`src/rtl/mux16_rr_arbiter_pkg.sv`:
```
// Shared constants and state encoding for the 16-way round-robin mux arbiter.
package mux16_rr_arbiter_pkg;

  localparam int N_REQ = 16;
  localparam int SEL_W = 4;

  typedef enum logic [1:0] {
    ST_IDLE = 2'd0,
    ST_OWN  = 2'd1,
    ST_GAP  = 2'd2
  } state_t;

endpackage

```
`src/rtl/mux16_rr_arbiter_rr_pick16.sv`:
```
// Rotating priority encoder: first set request at or after ptr, wrapping mod 16.
module rr_pick16
  import mux16_rr_arbiter_pkg::*;
(
  input  logic [N_REQ-1:0] req,
  input  logic [SEL_W-1:0] ptr,
  output logic             found,
  output logic [SEL_W-1:0] idx
);

  logic [SEL_W-1:0] cand;

  // Walk from the farthest offset back to ptr so the nearest hit wins.
  always_comb begin
    found = 1'b0;
    idx   = '0;
    cand  = '0;
    for (int k = N_REQ - 1; k >= 0; k--) begin
      cand = ptr + SEL_W'(k);
      if (req[cand]) begin
        found = 1'b1;
        idx   = cand;
      end
    end
  end

endmodule

```
`src/rtl/mux16_rr_arbiter.sv`:
```
// Round-robin owner sequencing for a shared 16:1 mux path with hold timeout.
module mux16_rr_arbiter
  import mux16_rr_arbiter_pkg::*;
#(
  parameter int HOLD_MAX = 255,
  parameter int CNT_W    = 16
) (
  input  logic             clk,
  input  logic             rst_n,
  input  logic             en,
  input  logic [N_REQ-1:0] req,
  input  logic             done,
  output logic [SEL_W-1:0] sel,
  output logic [N_REQ-1:0] grant,
  output logic             gnt_valid,
  output logic             timeout
);

  state_t           state;
  logic [SEL_W-1:0] ptr;
  logic [CNT_W-1:0] cnt;
  logic             found;
  logic [SEL_W-1:0] pick_idx;
  logic             at_max;
  logic             release_now;

  rr_pick16 u_pick (
    .req   (req),
    .ptr   (ptr),
    .found (found),
    .idx   (pick_idx)
  );

  // While owning, sel is the owner index, so req[sel] is the owner's own request.
  assign at_max      = (cnt == CNT_W'(HOLD_MAX));
  assign release_now = done | ~req[sel] | at_max;

  always_ff @(posedge clk or negedge rst_n) begin
    if (!rst_n) begin
      state     <= ST_IDLE;
      ptr       <= '0;
      cnt       <= '0;
      sel       <= '0;
      grant     <= '0;
      gnt_valid <= 1'b0;
      timeout   <= 1'b0;
    end else begin
      timeout <= 1'b0;
      case (state)
        ST_IDLE: begin
          if (en && found) begin
            grant     <= N_REQ'(1) << pick_idx;
            sel       <= pick_idx;
            gnt_valid <= 1'b1;
            cnt       <= CNT_W'(1);
            state     <= ST_OWN;
          end
        end
        ST_OWN: begin
          if (release_now) begin
            grant     <= '0;
            gnt_valid <= 1'b0;
            ptr       <= sel + SEL_W'(1);
            // A voluntary release wins over a coincident hold expiry.
            timeout   <= at_max & ~done & req[sel];
            state     <= ST_GAP;
          end else if (!at_max) begin
            cnt <= cnt + CNT_W'(1);
          end
        end
        ST_GAP: begin
          state <= ST_IDLE;
        end
        default: begin
          state <= ST_IDLE;
        end
      endcase
    end
  end

endmodule

```
`config.mk`:
```
export PLATFORM = sky130hd
export DESIGN_NAME = mux16_rr_arbiter
export DESIGN_NICKNAME = d
export VERILOG_FILES = /design/src/rtl/mux16_rr_arbiter_pkg.sv /design/src/rtl/mux16_rr_arbiter_rr_pick16.sv /design/src/rtl/mux16_rr_arbiter.sv
export SDC_FILE = /design/constraint.sdc
export NUM_CORES = 1
export LEC_CHECK = 0
export ABC_AREA = 1
export ABC_CLOCK_PERIOD_IN_PS = 7230
export BUFFER_PORTS_ARGS = -buffer_cell sky130_fd_sc_hd__clkbuf_2
export CORE_MARGIN = 5
export CORE_UTILIZATION = 65
export CTS_BUF_LIST = sky130_fd_sc_hd__clkbuf_4
export DETAILED_ROUTE_END_ITERATION = 7
export PLACE_DENSITY = 0.87
export RECOVER_POWER = 50
export SYNTH_ARGS = -nofsm -noshare
export SYNTH_HDL_FRONTEND = slang
export SYNTH_SLANG_ARGS = --single-unit
```
`constraint.sdc`:
```
create_clock -name clk -period 7.23 [get_ports clk]
set_input_delay 0.723 -clock clk [delete_from_list [all_inputs] [get_ports clk]]
set_output_delay 0.723 -clock clk [all_outputs]
set_load 0.005 [all_outputs]
```
==> impl_metrics.ini <==
[floorplan]
start_util_pct = 66.7
design.die.area_um2 = 7690
die_w_um = 87.7
rows = 28
ios = 42
coreArea_um2 = 5890
die_y_um = 87.7

[timing]
tns_ps = 0
worst_slack_ps = 2720
finalSetupViolations = 0
skew_ps = 13.4
fin_crit_sh_pct = 62.3
worst_pin_slew_ps = 2210
hold_viol_final = 0
period_minus_slack_ps = 4510
max_slew_margin_pct = -47.1
rsz0062_at_grt = no
drv_slew = 45
max_freq_mhz = 222

[logic_synthesis]
ys_async_sr_fraction_pct = 100
synth_seq_cells = 44
syn_nets = 645
yosysWarnings = 0
synth_edf_count = 0
yosysUniqueCellTypes = 43
synth_area_um2 = 3920
synthFlopType = dfrtp_1
synth.avg_cell_area_um2 = 6.37
syn-instance-count = 616
seq_area_frac_synth_pct = 28.1

[route]
via_per_inst = 5.91
drc = 0
first_pass_iters = 6
drt_iter0_drc = 321
vias = 4275
postRouteAntennaNets = 0
routed_wl_mm = 11.0
wl_per_cell_um = 15.3

[clock_tree]
clkTransAtPathRegs_ps = 120
cts_tree = built
cts-resized-gates = 0
clkLatencyLatePin_ps = 350
postCtsHoldBufs = 0
cts.path.max_buffers = 2
htreeDepth = 2
cts_buffers = 5
clock_sinks = 44
post_cts.repair.setup_buffers = 0
cts-root-buf = clkbuf_4

[hold_path]
holdCritPathClass = flip-flop to flip-flop
whs_path_depth = 1

[global_routing]
grt_antenna_before_repair = 0
grt-ovfl-total = 0
track_usage_pct = 30.8
grt_pass1_vias = 4144
grt_max_degree = 45
grt_pass1_wl_mm = 18.9

[cells_and_area]
final_common_cell = nand2_1
finalNonFillerCells = 723
drive_gt1_share_pct = 12.2
final_cell_mix = nand2_1, nand3_1, dfrtp_1, a21oi_1, inv_1
nets = 676
area_growth_pct = 5.58
diodes = 0

[setup_path]
critical_path.top_delay_family = simple AND/OR/NAND/NOR gates
r2r_cells = 28
path_class = flip-flop to flip-flop
setup.worst_path.start_class = flip-flop
cpMostUsedCell = nand2_1
path_buf_inv = 2
path_depth = 28
cpPeakStageDelay_ps = 980
required_ps = 7520
crit_arrival_ps = 4800
critPathSlowestCell = dfrtp_1
cp_max_fo = 30
end_kind = flip-flop

[outcome]
status = finished with violations
violations = max-capacitance violations, max-slew violations

[placement]
place_congestion = 0.997
io_buffers = 41
dp_cells = 715
hpwl_mm = 8.43
post-place-ws_ps = 2880

[job]
cap_violations = 1
## flip-flops by register name, indices dropped and copies added, names as in the netlist
signal / cells
timeout: 1
gnt_valid: 1
ptr: 4
grant: 16
state: 2
cnt: 16
sel: 4
## synth_stat cells, drive strengths merged (3+ instances only)
| library cell | number | area [um^2] |
|---|---|---|
| nand2 | 249 | 965 |
| nand3 | 80 | 405 |
| inv | 49 | 191 |
| a21oi | 47 | 250 |
| dfrtp | 44 | 1100 |
| nor2 | 35 | 163 |
| o21ai | 34 | 189 |
| buf | 15 | 116 |
| xor2 | 14 | 153 |
| nor3 | 10 | 60.1 |
| ha | 9 | 113 |
| nand4 | 6 | 43.8 |
| nor4 | 6 | 37.5 |
| xnor2 | 3 | 33.8 |
## worst paths after layout
kind,to,slack [ps],start
min in group asynchronous,cnt[2],1000,rst_n
worst max register to register,grant[5],2720,ptr[0]
worst min register to register,cnt[7],500,cnt[7]
max in group asynchronous,ptr[3],4970,rst_n
worst max-delay path,grant[5],2720,ptr[0]
worst min-delay path,cnt[7],500,cnt[7]
## per-stage QoR
stage / hold WS, ps / instance area [um^2] / utilization [%]
after global placement: 451 / 4100 / 69.6
after global routing: 502 / 4140 / 70.4
final: 496 / 4140 / 70.4
after floorplan: 427 / 3920 / -
after detailed placement: 464 / 4100 / 69.6
after CTS: 504 / 4150 / 70.6
## logic make-up (layout without fill, tap and decap cells)
family	count (synthesis)	in the layout	share of synthesized area, %
and+or+nand+nor	388	388	43.0
AOI/OAI and AO/OA	92	92	13.3
adders and majority gates	9	9	2.87
DFF	44	44	28.1
xor gates and xnor gates	17	17	4.75
buffers and inverters	66	98	8.04
## layout make-up
cell class                      instances  area, um^2
Clock buffer                            5        37.5
Sequential cell                        44        1100
Timing Repair Buffer                   41         194
Fill cell                             525        1740
Tap cell                               75        93.8
Clock inverter                          3        17.5
Inverter                               49         191
Multi-Input combinational cell        506        2510
## routing by layer
layer / GRT usage [%] / up-vias / wire (um)
li1: - / 2092 / -
met1: 36.3 / 1940 / 4250
met2: 55.4 / 204 / 5630
met3: 3.95 / 39 / 743
met4: 13.8 / 0 / 403
met5: 0 / - / 0
Power is not shown: default switching activity piles up to over one toggle a cycle in this logic, so the estimate is an artifact.
